--- src/rtl/pipeline_stall_ctrl_if.sv ---
// Hazard/memory handshake bundle between the RV32I pipeline datapath and its stall/flush sequencer.
// master = datapath side (raises requests, consumes enables); slave = pipeline_stall_ctrl.
interface pipeline_stall_ctrl_if;
   logic ld_use_stall;
   logic br_taken;
   logic dmem_req;
   logic dmem_ack;
   logic pc_en;
   logic if_id_en;
   logic id_ex_en;
   logic ex_mem_en;
   logic mem_wb_en;
   logic if_id_flush;
   logic id_ex_flush;
   logic ex_mem_flush;
   logic mem_err;

   modport master (
      output ld_use_stall, br_taken, dmem_req, dmem_ack,
      input  pc_en, if_id_en, id_ex_en, ex_mem_en, mem_wb_en,
      input  if_id_flush, id_ex_flush, ex_mem_flush, mem_err
   );

   modport slave (
      input  ld_use_stall, br_taken, dmem_req, dmem_ack,
      output pc_en, if_id_en, id_ex_en, ex_mem_en, mem_wb_en,
      output if_id_flush, id_ex_flush, ex_mem_flush, mem_err
   );
endinterface

--- src/rtl/pipeline_stall_ctrl.sv ---
// Stall/flush sequencer for the 5-stage RV32I pipeline with memory-wait FSM and bus watchdog.
// Optional perf counters are built when the macro PIPE_PERF_EN is defined.
module pipeline_stall_ctrl #(
   parameter int unsigned MEM_TIMEOUT = 16,
   parameter int unsigned CNT_W       = 32
) (
   input  logic                   clk,
   input  logic                   rst_n,
   pipeline_stall_ctrl_if.slave   bus
`ifdef PIPE_PERF_EN
   ,
   output logic [CNT_W-1:0]       perf_stall_cyc,
   output logic [CNT_W-1:0]       perf_flush_cnt
`endif
);

   localparam int unsigned WC_W = $clog2(MEM_TIMEOUT + 1) + 1;

   typedef enum logic [1:0] {
      RUN      = 2'd0,
      MEM_WAIT = 2'd1,
      ABORT    = 2'd2
   } state_t;

   state_t           r_state;
   state_t           w_next;
   logic [WC_W-1:0]  r_wait_cnt;
   logic [WC_W-1:0]  w_wait_nxt;

   logic w_mem_stall;
   logic w_timeout;
   logic w_issue;

   logic w_pc_en;
   logic w_if_id_en;
   logic w_id_ex_en;
   logic w_ex_mem_en;
   logic w_mem_wb_en;
   logic w_if_id_flush;
   logic w_id_ex_flush;
   logic w_ex_mem_flush;
   logic w_mem_err;

   if (CNT_W < 1) begin : g_cnt_w_chk
      $error("pipeline_stall_ctrl: CNT_W must be at least 1");
   end

   assign w_mem_stall = bus.dmem_req & ~bus.dmem_ack;
   assign w_timeout   = (MEM_TIMEOUT != 0) && (r_wait_cnt == WC_W'(MEM_TIMEOUT));

   always_ff @(posedge clk or negedge rst_n) begin
      if (!rst_n) begin
         r_state    <= RUN;
         r_wait_cnt <= '0;
      end else begin
         r_state    <= w_next;
         r_wait_cnt <= w_wait_nxt;
      end
   end

   always_comb begin
      w_next     = RUN;
      w_wait_nxt = '0;
      case (r_state)
         RUN: begin
            if (w_mem_stall) begin
               w_next     = MEM_WAIT;
               w_wait_nxt = WC_W'(1);
            end
         end
         MEM_WAIT: begin
            // Ack has priority over the watchdog firing in the same cycle.
            if (bus.dmem_ack) begin
               w_next     = RUN;
               w_wait_nxt = '0;
            end else if (w_timeout) begin
               w_next     = ABORT;
               w_wait_nxt = '0;
            end else begin
               w_next     = MEM_WAIT;
               w_wait_nxt = (r_wait_cnt == '1) ? r_wait_cnt : r_wait_cnt + WC_W'(1);
            end
         end
         ABORT: begin
            w_next     = RUN;
            w_wait_nxt = '0;
         end
         default: begin
            w_next     = RUN;
            w_wait_nxt = '0;
         end
      endcase
   end

   always_comb begin
      w_pc_en        = 1'b0;
      w_if_id_en     = 1'b0;
      w_id_ex_en     = 1'b0;
      w_ex_mem_en    = 1'b0;
      w_mem_wb_en    = 1'b0;
      w_if_id_flush  = 1'b0;
      w_id_ex_flush  = 1'b0;
      w_ex_mem_flush = 1'b0;
      w_mem_err      = 1'b0;
      w_issue        = 1'b0;

      if (rst_n) begin
         case (r_state)
            RUN:      w_issue = ~w_mem_stall;
            MEM_WAIT: w_issue = bus.dmem_ack;
            ABORT: begin
               w_mem_err      = 1'b1;
               w_pc_en        = 1'b1;
               w_if_id_en     = 1'b1;
               w_id_ex_en     = 1'b1;
               w_ex_mem_en    = 1'b1;
               w_mem_wb_en    = 1'b1;
               w_if_id_flush  = 1'b1;
               w_id_ex_flush  = 1'b1;
               w_ex_mem_flush = 1'b1;
            end
            default:  w_issue = ~w_mem_stall;
         endcase

         // Release from a stall (or no stall at all) applies the redirect/load-use rules.
         if (w_issue) begin
            w_id_ex_en  = 1'b1;
            w_ex_mem_en = 1'b1;
            w_mem_wb_en = 1'b1;
            if (bus.br_taken) begin
               w_pc_en       = 1'b1;
               w_if_id_en    = 1'b1;
               w_if_id_flush = 1'b1;
               w_id_ex_flush = 1'b1;
            end else if (bus.ld_use_stall) begin
               w_id_ex_flush = 1'b1;
            end else begin
               w_pc_en    = 1'b1;
               w_if_id_en = 1'b1;
            end
         end
      end
   end

   assign bus.pc_en        = w_pc_en;
   assign bus.if_id_en     = w_if_id_en;
   assign bus.id_ex_en     = w_id_ex_en;
   assign bus.ex_mem_en    = w_ex_mem_en;
   assign bus.mem_wb_en    = w_mem_wb_en;
   assign bus.if_id_flush  = w_if_id_flush;
   assign bus.id_ex_flush  = w_id_ex_flush;
   assign bus.ex_mem_flush = w_ex_mem_flush;
   assign bus.mem_err      = w_mem_err;

`ifdef PIPE_PERF_EN
   logic [CNT_W-1:0] r_perf_stall;
   logic [CNT_W-1:0] r_perf_flush;

   always_ff @(posedge clk or negedge rst_n) begin
      if (!rst_n) begin
         r_perf_stall <= '0;
         r_perf_flush <= '0;
      end else begin
         if (!w_pc_en && (r_perf_stall != '1)) begin
            r_perf_stall <= r_perf_stall + CNT_W'(1);
         end
         if (w_if_id_flush && (r_perf_flush != '1)) begin
            r_perf_flush <= r_perf_flush + CNT_W'(1);
         end
      end
   end

   assign perf_stall_cyc = r_perf_stall;
   assign perf_flush_cnt = r_perf_flush;
`endif

endmodule

--- src/flat_wrapper.sv ---
// flat-port wrapper written by rule: the top's interface ports become plain ports
module pipeline_stall_ctrl_flat 
#(
   parameter int unsigned MEM_TIMEOUT = 16,
   parameter int unsigned CNT_W       = 32
)
  (clk, rst_n, bus_ld_use_stall, bus_br_taken, bus_dmem_req, bus_dmem_ack, bus_pc_en, bus_if_id_en, bus_id_ex_en, bus_ex_mem_en, bus_mem_wb_en, bus_if_id_flush, bus_id_ex_flush, bus_ex_mem_flush, bus_mem_err);
  pipeline_stall_ctrl_if bus_i ();
  input  logic clk;
  input  logic rst_n;
  input wire logic [$bits(bus_i.ld_use_stall)-1:0] bus_ld_use_stall;
  input wire logic [$bits(bus_i.br_taken)-1:0] bus_br_taken;
  input wire logic [$bits(bus_i.dmem_req)-1:0] bus_dmem_req;
  input wire logic [$bits(bus_i.dmem_ack)-1:0] bus_dmem_ack;
  output wire logic [$bits(bus_i.pc_en)-1:0] bus_pc_en;
  output wire logic [$bits(bus_i.if_id_en)-1:0] bus_if_id_en;
  output wire logic [$bits(bus_i.id_ex_en)-1:0] bus_id_ex_en;
  output wire logic [$bits(bus_i.ex_mem_en)-1:0] bus_ex_mem_en;
  output wire logic [$bits(bus_i.mem_wb_en)-1:0] bus_mem_wb_en;
  output wire logic [$bits(bus_i.if_id_flush)-1:0] bus_if_id_flush;
  output wire logic [$bits(bus_i.id_ex_flush)-1:0] bus_id_ex_flush;
  output wire logic [$bits(bus_i.ex_mem_flush)-1:0] bus_ex_mem_flush;
  output wire logic [$bits(bus_i.mem_err)-1:0] bus_mem_err;
  assign bus_i.ld_use_stall = bus_ld_use_stall;
  assign bus_i.br_taken = bus_br_taken;
  assign bus_i.dmem_req = bus_dmem_req;
  assign bus_i.dmem_ack = bus_dmem_ack;
  assign bus_pc_en = bus_i.pc_en;
  assign bus_if_id_en = bus_i.if_id_en;
  assign bus_id_ex_en = bus_i.id_ex_en;
  assign bus_ex_mem_en = bus_i.ex_mem_en;
  assign bus_mem_wb_en = bus_i.mem_wb_en;
  assign bus_if_id_flush = bus_i.if_id_flush;
  assign bus_id_ex_flush = bus_i.id_ex_flush;
  assign bus_ex_mem_flush = bus_i.ex_mem_flush;
  assign bus_mem_err = bus_i.mem_err;
  pipeline_stall_ctrl #(.MEM_TIMEOUT(MEM_TIMEOUT), .CNT_W(CNT_W)) u_core (.clk(clk), .rst_n(rst_n), .bus(bus_i));
endmodule
--- config.mk ---
export PLATFORM = sky130hd
export DESIGN_NAME = pipeline_stall_ctrl_flat
export DESIGN_NICKNAME = d
export VERILOG_FILES = /design/src/rtl/pipeline_stall_ctrl_if.sv /design/src/rtl/pipeline_stall_ctrl.sv /design/src/flat_wrapper.sv
export SDC_FILE = /design/constraint.sdc
export NUM_CORES = 1
export LEC_CHECK = 0
export CAP_MARGIN = 30
export CORE_AREA = 2 2 39 41
export DETAILED_ROUTE_END_ITERATION = 8
export DIE_AREA = 0 0 41 43
export MAX_ROUTING_LAYER = met4
export PLACE_DENSITY = 0.76
export REMOVE_ABC_BUFFERS = 1
export SETUP_SLACK_MARGIN = 0.15
export SYNTH_ARGS = -nofsm -noshare
export SYNTH_HDL_FRONTEND = slang
export SYNTH_SLANG_ARGS = --single-unit
export TNS_END_PERCENT = 100
--- constraint.sdc ---
create_clock -name clk -period 1.6 [get_ports clk]
set_input_delay 0.16 -clock clk [delete_from_list [all_inputs] [get_ports clk]]
set_output_delay 0.16 -clock clk [all_outputs]
set_load 0.005 [all_outputs]
# Yosys cells after proc, flatten, opt, wreduce, memory -nomap -nowiden
# Cells that the tools add are included.
[totals]
regBits = 8
in_bits = 6
out_inout_bits = 9
[classes]
addsub = 1
n_eq_ne = 5
muxes = 26
bitwise = 3
reduce_logical = 1
[op_table]
columns = ["operator", "n"]
rows = [
  ["$mux W1", 18],
  ["$mux W6", 3],
  ["$pmux W6 S2", 1],
  ["$add A6 B1 Y6 const B", 1],
  ["$eq A6 B5 Y1 const B", 1],
  ["$eq A6 B6 Y1 const B", 1],
  ["$mux W2", 2],
  ["$ne A4 B3 Y1 const B", 1],
  ["$pmux W2 S2", 1],
  ["$eq A2 B1 Y1 const B", 1],
  ["$eq A2 B2 Y1 const B", 1],
  ["$logic_not A2 Y1", 1],
  ["$not A1 Y1", 2],
  ["$pmux W1 S2", 1],
  ["$and A1 B1 Y1", 1],
]

# Depth between registers and ports, before layout
# Gate-level depths: netlist of run 1.
[logic_depth]
depth_word = 7
mapped_depth = 6
ltp_nobuf = 5

# Least setup slack after synthesis of run 1
# OpenSTA, ideal clock, no wires.
[synth_timing]
path_type = "register -> output"
startpoint = "register u_core.r_state[0]"
endpoint = "output bus_pc_en"
arrival_time_ns = 1.378
required_ns = 1.440
path_slack_ns = 0.062
path_stages_with_launch = 7
path_cell_list = "dfrtp_1 -> inv_1 -> ha_1 -> o21bai_1 -> a21oi_1 -> a211oi_1 -> buf_4"
[synth_between]
elab_chain_cells = 6
elab_cells_between_ends = 9
cone_classes = "eq/ne: 2; mux: 7"
[synth_lines]
columns = ["item", "line", "rtl"]
rows = [
  ["start, declared", "pipeline_stall_ctrl.sv:25", "state_t r_state;"],
  ["start signal, assigned", "pipeline_stall_ctrl.sv:56", "r_state <= w_next;"],
  ["$eq A2 B2 Y1", "n/a", ""],
  ["$mux W1 (3 in a row)", "n/a", ""],
  ["$mux W1 (*) (2 in a row)", "n/a", ""],
  ["end, declared", "flat_wrapper.sv:15", "output wire logic [$bits(bus_i.pc_en)-1:0] bus_pc_en;"],
]
# Mark *: on every way between the ends. The rest lies on a longest branch, timed or not. The select of a mux whose other input is x is not followed.

# Final worst setup path of run 1
[layout_timing]
startpoint = "register u_core.r_state[0]"
endpoint = "output bus_if_id_en"
[layout_between]
elab_chain_cells = 6
elab_cells_between_ends = 9
cone_classes = "eq/ne: 2; mux: 7"
[layout_lines]
columns = ["item", "line", "rtl"]
rows = [
  ["$eq A2 B2 Y1", "pipeline_stall_ctrl.sv:108", "case (r_state)"],
  ["$mux W1", "pipeline_stall_ctrl.sv:108", ""],
  ["$mux W1", "pipeline_stall_ctrl.sv:135", "end else if (bus.ld_use_stall) begin"],
  ["$mux W1", "pipeline_stall_ctrl.sv:130", "if (bus.br_taken) begin"],
  ["$mux W1 (*)", "pipeline_stall_ctrl.sv:126", "if (w_issue) begin"],
  ["$mux W1 (*)", "pipeline_stall_ctrl.sv:107", "if (rst_n) begin"],
  ["end, declared", "flat_wrapper.sv:16", "output wire logic [$bits(bus_i.if_id_en)-1:0] bus_if_id_en;"],
]
# Marks and branches as above.

==> results of run 1 <==
==> kinds of logic (layout without fill, tap and decap cells) <==
group	Yosys count	count (layout)
AO/OA/AOI/OAI	18	18
AND/OR/NAND/NOR	17	17
buffers and inverters	13	35
flip-flops	8	8
adder cells (fa/ha/maj)	5	5
==> final timing paths <==
path                                   endpoint  slack [ns]  cells past startpoint
setup reg to reg           u_core.r_wait_cnt[0]        0.23                      7
max in group asynchronous     u_core.r_state[0]        1.21                      2
hold reg to reg            u_core.r_wait_cnt[5]        0.55                      1
hold / removal             u_core.r_wait_cnt[1]        0.25                      2
setup / recovery                   bus_if_id_en       -0.09                      6
min in group clk           u_core.r_wait_cnt[5]        0.55                      1
==> worst reg2reg max path, cell delays in order, from the launching register on <==
cell      delay [ns]
dfrtp_1         0.39
inv_2           0.09
buf_4           0.12
ha_4            0.12
buf_4           0.11
inv_1           0.04
o41ai_2         0.30
a211oi_1        0.08
==> synth_stat cells (all sizes together) <==
master	n
nand3	1
buf	4
o21bai	1
and4b	1
a21oi	4
o21ai	2
o211ai	1
nand4bb	1
or3	1
a311oi	2
a211oi	4
nand2b	1
inv	9
and2	1
nor3b	1
dfrtp	8
a31oi	1
o41ai	1
ha	5
nor2	3
and3	2
o22ai	1
o211a	1
nor3	2
nand2	3
==> sequential cells by signal, summed over array words and instances, names as in the netlist <==
signal	count
u_core.r_state	2
u_core.r_wait_cnt	6
==> where the power goes <==
part | internal (mW) | switching [mW] | total [mW] | leakage, nW
registers | 0.208 | 0.00554 | 0.213 | 0.110
logic | 0.0626 | 0.0568 | 0.119 | 0.246
clock network | 0.0864 | 0.0767 | 0.163 | 0.0138
==> final cells by class <==
| type | instances | area share, % |
|---|---|---|
| Multi-Input combinational cell | 40 | 46.8 |
| Sequential cell | 8 | 24.0 |
| Timing Repair Buffer | 23 | 20.0 |
| Inverter | 9 | 4.05 |
| Clock buffer | 3 | 2.70 |
| Tap cell | 16 | 2.40 |
==> metal layers <==
metal  routed length [um]  vias to the layer above  global-route usage (%)
met5                    0                        -                       -
met1                  538                      242                    21.6
met3                   88                        2                    4.71
met2                  686                       23                    29.7
met4                   31                        0                    8.00
li1                     -                      263                       -
==> timing repair <==
item	CTS	global route
gates resized for setup	49	7
hold endpoints to repair	0	0
hold buffers	0	0
endpoints found under the setup margin	9	11
setup buffers	3	0
pin swaps	7	1
==> metrics.txt, run 1 <==
layout cells sized above 1=47.0%; crit-path max FO=4; critical path's largest stage delay=about 0.38 ns; RePlAce Congestion=~0.75; Final Hold Slack=between 0.2 and 0.3 ns; Fillers=~120; most frequent cells in the layout=buf_4, dfrtp_1, inv_1, buf_2, clkdlybuf4s50_1; Top Ports=15; wire per inst=around 14 um; Top delay family on crit path=compound AO/OA/AOI/OAI gates; Iter 0 DRT Violations=12; Max Fclk=around 0.6 GHz; Power Density=around 600 mW/mm^2; CP required=roughly 1.4 ns; Routed WL=1340 um; fin util=approximately 60%; CTS H-tree lvls=1; CTS tree=built; #FFs+latches synth=8; Avg Cell Area, Syn=9.09 sq um; largest family of logic cells by synthesized area=compound AO/OA/AOI/OAI gates; post-synthesis cell area=554 sq um; Core ar.=between 0.001 and 0.0015 sq mm; Max Slew Vio Count=0; Synth top area share=between 30% and 40%; Final Total Pwr=0.496 mW; clk buf depth=2; GRT overflow=0; startpoint types=register; sequential fraction of the synthesis area=36.1%; n_diodes=0; mux share of post-synthesis cell area=0%; worst setup slack after layout=-0.0904 ns; clock skew=~0.0073 ns; Compound-Gate Fraction of Synth Area=~22%; number of antenna violations at the first check in global routing=0; failing checks=negative setup slack; synth unique cells=26; Chip Width=roughly 40 um; WP data arrival=1.53 ns; Yosys warnings=0; clk sinks=8; max_slew headroom=between 80% and 90%; post-placement cell count=93; Synth Area in Simple Gates=between 10% and 20%; Crit Path Category=register to output port; post-DR vias/cell=5.35; Layout area overhead=50.3%; DP Area=about 730 sq um; Hold Fails Final Rpt=0; Static Leak=~0.37 nW; top post-synthesis cells by area=dfrtp_1, ha_1, inv_1; largest net degree at the start of global routing=10; number of CTS-inserted buffers=3; Detailed Place HPWL=just under 900 um; Tmin final=around 1.7 ns; Finished Layout Cells=slightly below 100; clock slew seen by the registers of the worst setup and hold paths=~0.060 ns; ANT nets after route=0; die area=0.00176 sq mm; post-synthesis adder-cell area fraction=around 11%; vias in the first global route=between 400 and 500; number of port buffers=14; first-pass GRT wire length=about 2200 um; worst reg2reg startpoint=u_core.r_state[1]; total number of vias=530; clock tree root driver cell=clkbuf_4; WP buf/inv=2; Skew-Pair Late Insertion Delay=roughly 0.27 ns; FF/Latch Area=approximately 200 sq um; XOR/XNOR share of the synthesized area=0%; DRT Pass-1 Iters=4; Crit. Startpoint=u_core.r_state[0]; final worst-path cycle share=106%; setup slack at placement=-0.365 ns; CP max stage cell=dfrtp_1; Hold Path Class=primary input to asynchronous set/reset pin; RSZ-0062 raised after global routing=yes; Die H=43 um; Row Count=14; DRC=0; CP Cell Sequence=inv_2 -> ha_4 -> o21bai_4 -> a21oi_4 -> a211oi_2 -> buf_2; Final Cell Area=approximately 830 sq um; Tightest Pin Transition=0.231 ns; Final setup viols=7; Nets=96; Peak VDD IR=roughly 0.28 mV; Post-Syn Instances=61; footprint of the multi-input gates=390 sq um; total negative slack=-0.452 ns; gr usage total=a little under a fifth; number of max-cap violations=0; status=complete, but fails checks; CP Capture Type=output port; Yosys top cell by area=dfrtp_1; Starting Density=~40%
No activity file was read; power rests on OpenSTA's default activity.
==> run 2: changes to the inputs <==
- ABC_AREA: default -> 1
- CORE_AREA: 2 2 39 41 -> default
- CORE_MARGIN: default -> 2
- CORE_UTILIZATION: default -> 46
- DIE_AREA: 0 0 41 43 -> default
- PLACE_DENSITY: 0.76 -> 0.82
- SLEW_MARGIN: default -> 20
==> run 2 against run 1 <==
  * Sequential power is essentially flat
  * Final area grew 6.2%
  * Critical path type unchanged
  * Maximum frequency is 5.3% higher
  * Setup slack better by 0.085 ns
  * Count of clock-buffer cells in the layout did not move
  * Worst hold slack better by 0.11 ns
  * Via count is 7.7% higher
  * Wire length grew 13%
  * Combinational power increased by 29%
  * Global-route usage rose by 2.6 points
  * Cell count is 12% higher
  * The run still ends with negative setup slack left
  * Synthesized cell count is 23% higher
==> metrics.txt, run 2 <==
WP buf/inv=4; commonest non-fill, non-tap cell in the layout=nand2_1; ANT nets after route=0; Detailed Place HPWL=roughly 1000 um; Critical Path Most Common Cell=inv_2; XOR/XNOR share of the synthesized area=around 3%; main flop type after synthesis=dfrtp_1; Static Leak=0.434 nW; CP Capture Type=output port; uppermost layer routed=met4; number of CTS-inserted buffers=3; metal3 WL=roughly 61 um; WP data arrival=~1.5 ns; startpoint types=register; Compound-Gate Fraction of Synth Area=under 10%; final worst-path cycle share=100%; Hold Fails Final Rpt=0; Yosys top cell by area=dfrtp_1; Top Ports=15; Hold-fix buffers, CTS=0; count leader, synth=nand2_1; terminus of the critical flop-to-flop path=u_core.r_wait_cnt[1]; Core ar.=0.00116 sq mm; RePlAce Congestion=between 0.8 and 0.9; post-synthesis adder-cell area fraction=a little over a tenth; Layout area overhead=48.2%; Chip Width=about 40 um; Power Density=slightly below 600 mW/mm^2; Post-synth top cells=nand2_1, dfrtp_1, inv_1; critical path's largest stage delay=0.36 ns; CP max stage cell=dfrtp_1; CP required=1.44 ns; status=complete, but fails checks; Largest regs=u_core.r_wait_cnt: 6 flops, u_core.r_state: 2 flops; Async S/R FF share, synth=100%; Hold Path Class=primary input to asynchronous set/reset pin; clk sinks=8; GRT overflow=0; Synth top area share=33.5%; worst reg2reg startpoint=u_core.r_state[1]; Final Hold Slack=about 0.36 ns; layout cells sized above 1=between 50 and 60%; Post-Route M1 WL=~640 um; Yosys warnings=0; Skew-Pair Late Insertion Delay=between 0.2 and 0.3 ns; first-pass GRT wire length=2100 um; max_slew headroom=a little under nine tenths; number of antenna violations at the first check in global routing=0; clock skew=0.00708 ns; number of flip-flops in the largest register=6; post-placement cell count=106; Iter 0 DRT Violations=18; Synth Area in Simple Gates=between 30% and 40%; r2r setup slk=between 0.15 and 0.2 ns; total negative slack=-0.0146 ns; clock tree root driver cell=clkbuf_4; Row Count=12; Avg Cell Area, Syn=just under 8 sq um; DRT Pass-1 Iters=4; n_diodes=0; post-DR vias/cell=5.14; post-synthesis cell area=between 500 and 600 sq um; Die H=40.0 um; CP Cell Sequence=inv_2 -> ha_2 -> nand2_2 -> inv_2 -> buf_4 -> o31a_1 -> buf_2; Post-Syn Instances=75; wire per inst=about 14 um; gr usage total=between 20 and 25%; Max Fclk=0.623 GHz; DRC=0; mux share of post-synthesis cell area=0%; crit-path max FO=3; synth unique cells=21; total number of vias=571; DP Area=between 700 and 800 sq um; CTS H-tree lvls=1; Final Cell Area=just under 900 sq um; #FFs+latches synth=8; number of synthesized flops with an enable pin=0; largest net degree at the start of global routing=9; Biggest register=u_core.r_wait_cnt; vias in the first global route=510; most frequent cells in the layout=nand2_1, buf_4, dfrtp_1; Routed WL=between 1500 and 2000 um; worst r2r path cells=9; Tmin final=1.61 ns; CTS tree=built; Finished Layout Cells=111; die area=between 0.0015 and 0.002 sq mm; clock slew seen by the registers of the worst setup and hold paths=around 0.06 ns; top post-synthesis cells by area=dfrtp_1, nand2_1, ha_1; RSZ-0062 raised after global routing=yes; Starting Density=about half; Nets=110; Final setup viols=4; number of port buffers=14; Top delay family on crit path=buffers and inverters; failing checks=negative setup slack; sequential fraction of the synthesis area=between 30% and 40%; number of max-cap violations=0; Crit Path Category=register to output port; Tightest Pin Transition=about 0.22 ns; Peak VDD IR=0.544 mV; fin util=approximately 77%; worst setup slack after layout=-0.00591 ns; largest family of logic cells by synthesized area=simple AND/OR/NAND/NOR gates; Max Slew Vio Count=0; clk buf depth=2; met2 WL=just over 800 um
-- run 2: final cells by class --
cell class | instances | area [sq um]
sequential | 8 | 200
tap | 14 | 17.5
timing repair buffer | 23 | 198
clock buffer | 3 | 22.5
fill | 64 | 272
inverter | 13 | 51.3
multi-input combinational | 50 | 395
-- run 2: what timing repair did --
action                                  CTS  global route
pin swaps                                 3             2
buffers inserted                          1             1
endpoints found under the setup margin    9            11
resized for setup                        49            12
-- run 2: worst max path at each step --
| stage | from | to | slack [ns] | cells past startpoint |
|---|---|---|---|---|
| after floorplan | u_core.r_state[0] | bus_id_ex_flush | 0.31 | 6 |
| after global placement | rst_n | bus_pc_en | -0.20 | 6 |
| final | u_core.r_state[0] | bus_id_ex_flush | -0.006 | 7 |
| after detailed placement | rst_n | bus_pc_en | -0.25 | 6 |
| after global routing | u_core.r_state[0] | bus_id_ex_flush | -0.08 | 7 |
| after CTS | u_core.r_state[0] | bus_id_ex_flush | -0.03 | 7 |
-- run 2: worst reg2reg max path, stage by stage, from the launching register on --
cell and delay [ns]:
dfrtp_1 0.39, inv_2 0.10, ha_4 0.14, buf_4 0.11, inv_2 0.05, nor2_4 0.16
nand4_4 0.18, inv_4 0.10, nand2_1 0.05, o21ai_1 0.06
-- run 2: per-layer routing --
| layer | global-route usage (%) | vias up |
|---|---|---|
| met3 | 5.00 | 2 |
| met2 | 32.3 | 16 |
| li1 | - | 282 |
| met1 | 25.7 | 271 |
| met5 | - | - |
| met4 | 12.9 | 0 |
-- run 2: power breakdown --
group          internal (mW)  total (mW)  switching (mW)
combinational         0.0774       0.154          0.0766
clock                 0.0860       0.156          0.0704
sequential             0.209       0.216         0.00624
-- run 2: cell families after synthesis --
logic type	Yosys count
adders and majority gates	5
DFF	8
and+or+nand+nor	35
buffers and inverters	17
AOI/OAI and AO/OA	8
xor gates and xnor gates	2
-- run 2: metrics by stage --
step | power [mW] | setup WS, ns
2_1_floorplan | 0.266 | 0.311
3_3_place_gp | 0.337 | -0.200
3_5_place_dp | 0.339 | -0.247
4_1_cts | 0.501 | -0.0273
5_1_grt | 0.561 | -0.0751
6_report | 0.526 | -0.00591
==> run 3: changes to the inputs <==
- CORE_MARGIN: 2 -> default
- SKIP_LAST_GASP: default -> 1
==> run 3 against run 2 <==
  * The run still ends with negative setup slack left
  * Clock power about the same
  * Cell count up 2.7%
  * Worst hold slack better by 0.014 ns
  * Critical path type unchanged
  * Critical endpoint is now bus_if_id_en
  * Largest power group unchanged
==> metrics.txt, run 3 (synthesis results as in run 2) <==
Fillers=between 70 and 80; n_diodes=0; Top Ports=15; number of max-cap violations=0; Crit Path Category=register to output port; Hold Path Class=primary input to asynchronous set/reset pin; Skew-Pair Late Insertion Delay=between 0.2 and 0.3 ns; RSZ-0062 raised after global routing=yes; Detailed Place HPWL=approximately 1100 um; Switching Share=29.5%; critical path's largest stage delay=0.40 ns; Power Density=about 600 mW/mm^2; CP required=~1.4 ns; clock slew seen by the registers of the worst setup and hold paths=approximately 0.060 ns; FF/Latch Area=roughly 200 sq um; max_slew headroom=between 80% and 90%; RePlAce Congestion=a little over 0.8; Core ar.=roughly 0.0012 sq mm; Iter 0 DRT Violations=26; Static Leak=roughly 0.46 nW; Final Hold Slack=roughly 0.37 ns; clock tree root driver cell=clkbuf_4; clock skew=roughly 0.0070 ns; final worst-path cycle share=110%; GRT overflow=0; total number of vias=596; die area=around 0.0014 sq mm; clock share of power=29.4%; clk buf depth=2; gr busiest metal=met2; number of CTS-inserted buffers=3; DRT Pass-1 Iters=5; layout cells sized above 1=44.0%; largest net degree at the start of global routing=8; clk sinks=8; post-DR vias/cell=5.23; cell internal pwr=about 0.38 mW; Tmin final=~1.8 ns; Max Slew Vio Count=0; number of antenna violations at the first check in global routing=0; startpoint types=register; Peak VDD IR=between 0.5 and 0.6 mV; CP Cell Sequence=inv_2 -> ha_4 -> nand2_2 -> nand3_4 -> buf_6 -> a22oi_2 -> buf_2; M3 GR Usage=under 10%; CTS H-tree lvls=1; Hold Fails Final Rpt=0; Row Count=12; status=complete, but fails checks; number of port buffers=14; first-pass GRT wire length=approximately 2600 um; fin util=76.6%; failing checks=negative setup slack; crit-path max FO=2; footprint of the multi-input gates=~370 sq um; Layout area overhead=48.4%; Reg power frac=40.1%; CP max stage cell=dfrtp_1; Chip Width=roughly 38 um; global routing usage on met2=roughly 40%; Biggest register=u_core.r_wait_cnt; worst setup slack after layout=-0.158 ns; commonest non-fill, non-tap cell in the layout=nand2_1; DRC=0; P_sw=between 0.15 and 0.2 mW; Hold-fix buffers, CTS=0; Final setup viols=7; CP Capture Type=output port; ANT nets after route=0; grt met1 use=a little over a third; Routed WL=~1700 um; Tightest Pin Transition=0.279 ns; most frequent cells in the layout=nand2_1, buf_4, dfrtp_1; CTS tree=built; combinational share of power=a little under a third; Max Fclk=between 0.5 and 0.6 GHz; Nets=~110; vias in the first global route=roughly 550; wire per inst=around 15 um; Die H=around 38 um; Starting Density=between 50 and 60%; WP data arrival=1.60 ns; number of flip-flops in the largest register=6; gr usage total=about 28%; Largest regs=u_core.r_wait_cnt: 6 flops, u_core.r_state: 2 flops
-- run 3: per-stage QoR --
step           std cells  power, mW  TNS (ns)  instance area, sq um  worst slack, ns
2_1_floorplan         71      0.266         0                   567            0.311
3_3_place_gp         107      0.338     -1.33                   785           -0.219
3_5_place_dp         107      0.342     -1.55                   785           -0.275
4_1_cts              114      0.523    -0.237                   875          -0.0758
5_1_grt              114      0.558     -1.09                   886           -0.204
6_report             114      0.539    -0.686                   886           -0.158
-- run 3: what timing repair did --
| item | CTS | global route |
|---|---|---|
| endpoints found under the hold margin | 0 | 0 |
| endpoints found under the setup margin | 9 | 11 |
| resized for setup | 48 | 2 |
| buffers inserted | 4 | 0 |
| pin swaps | 3 | 5 |
-- run 3: path summary, 6_finish.rpt --
| check | from | endpoint | slack (ns) | cells past startpoint |
|---|---|---|---|---|
| min in group clk | u_core.r_wait_cnt[0] | u_core.r_wait_cnt[0] | 0.55 | 2 |
| hold / removal | rst_n | u_core.r_state[1] | 0.37 | 2 |
| setup / recovery | u_core.r_state[1] | bus_if_id_en | -0.16 | 7 |
| max in group asynchronous | rst_n | u_core.r_wait_cnt[2] | 1.06 | 2 |
| setup reg to reg | u_core.r_state[1] | u_core.r_wait_cnt[1] | 0.22 | 9 |
| hold reg to reg | u_core.r_wait_cnt[0] | u_core.r_wait_cnt[0] | 0.55 | 2 |
-- run 3: layout make-up --
cell class                      count  area share, %
Multi-Input combinational cell     50           41.7
Timing Repair Buffer               26           25.6
Sequential cell                     8           22.6
Inverter                           13           5.65
Clock buffer                        3           2.54
Tap cell                           14           1.98
-- run 3: power by group through the flow --
stage / clock [mW] / combinational [mW] / sequential (mW)
2_1_floorplan: 0 / 0.0489 / 0.217
3_3_place_gp: 0 / 0.120 / 0.218
3_5_place_dp: 0 / 0.124 / 0.219
4_1_cts: 0.160 / 0.148 / 0.216
5_1_grt: 0.167 / 0.174 / 0.217
6_report: 0.158 / 0.164 / 0.216
-- run 3: worst max-delay path, delay by kind of cell (launching register included) --
| kind | cells | cell delay [ns] |
|---|---|---|
| flops | 1 | 0.40 |
| buf+inv | 3 | 0.40 |
| fa+ha+maj | 1 | 0.20 |
| compound gates | 1 | 0.15 |
| simple gates | 2 | 0.19 |
-- run 3: per-layer routing --
layer	vias up	wire length [um]	share of wire [%]
met5	-	0	0
met4	0	31	1.8
met3	5	50	2.9
met2	18	869	50
met1	287	778	45
li1	286	-	-
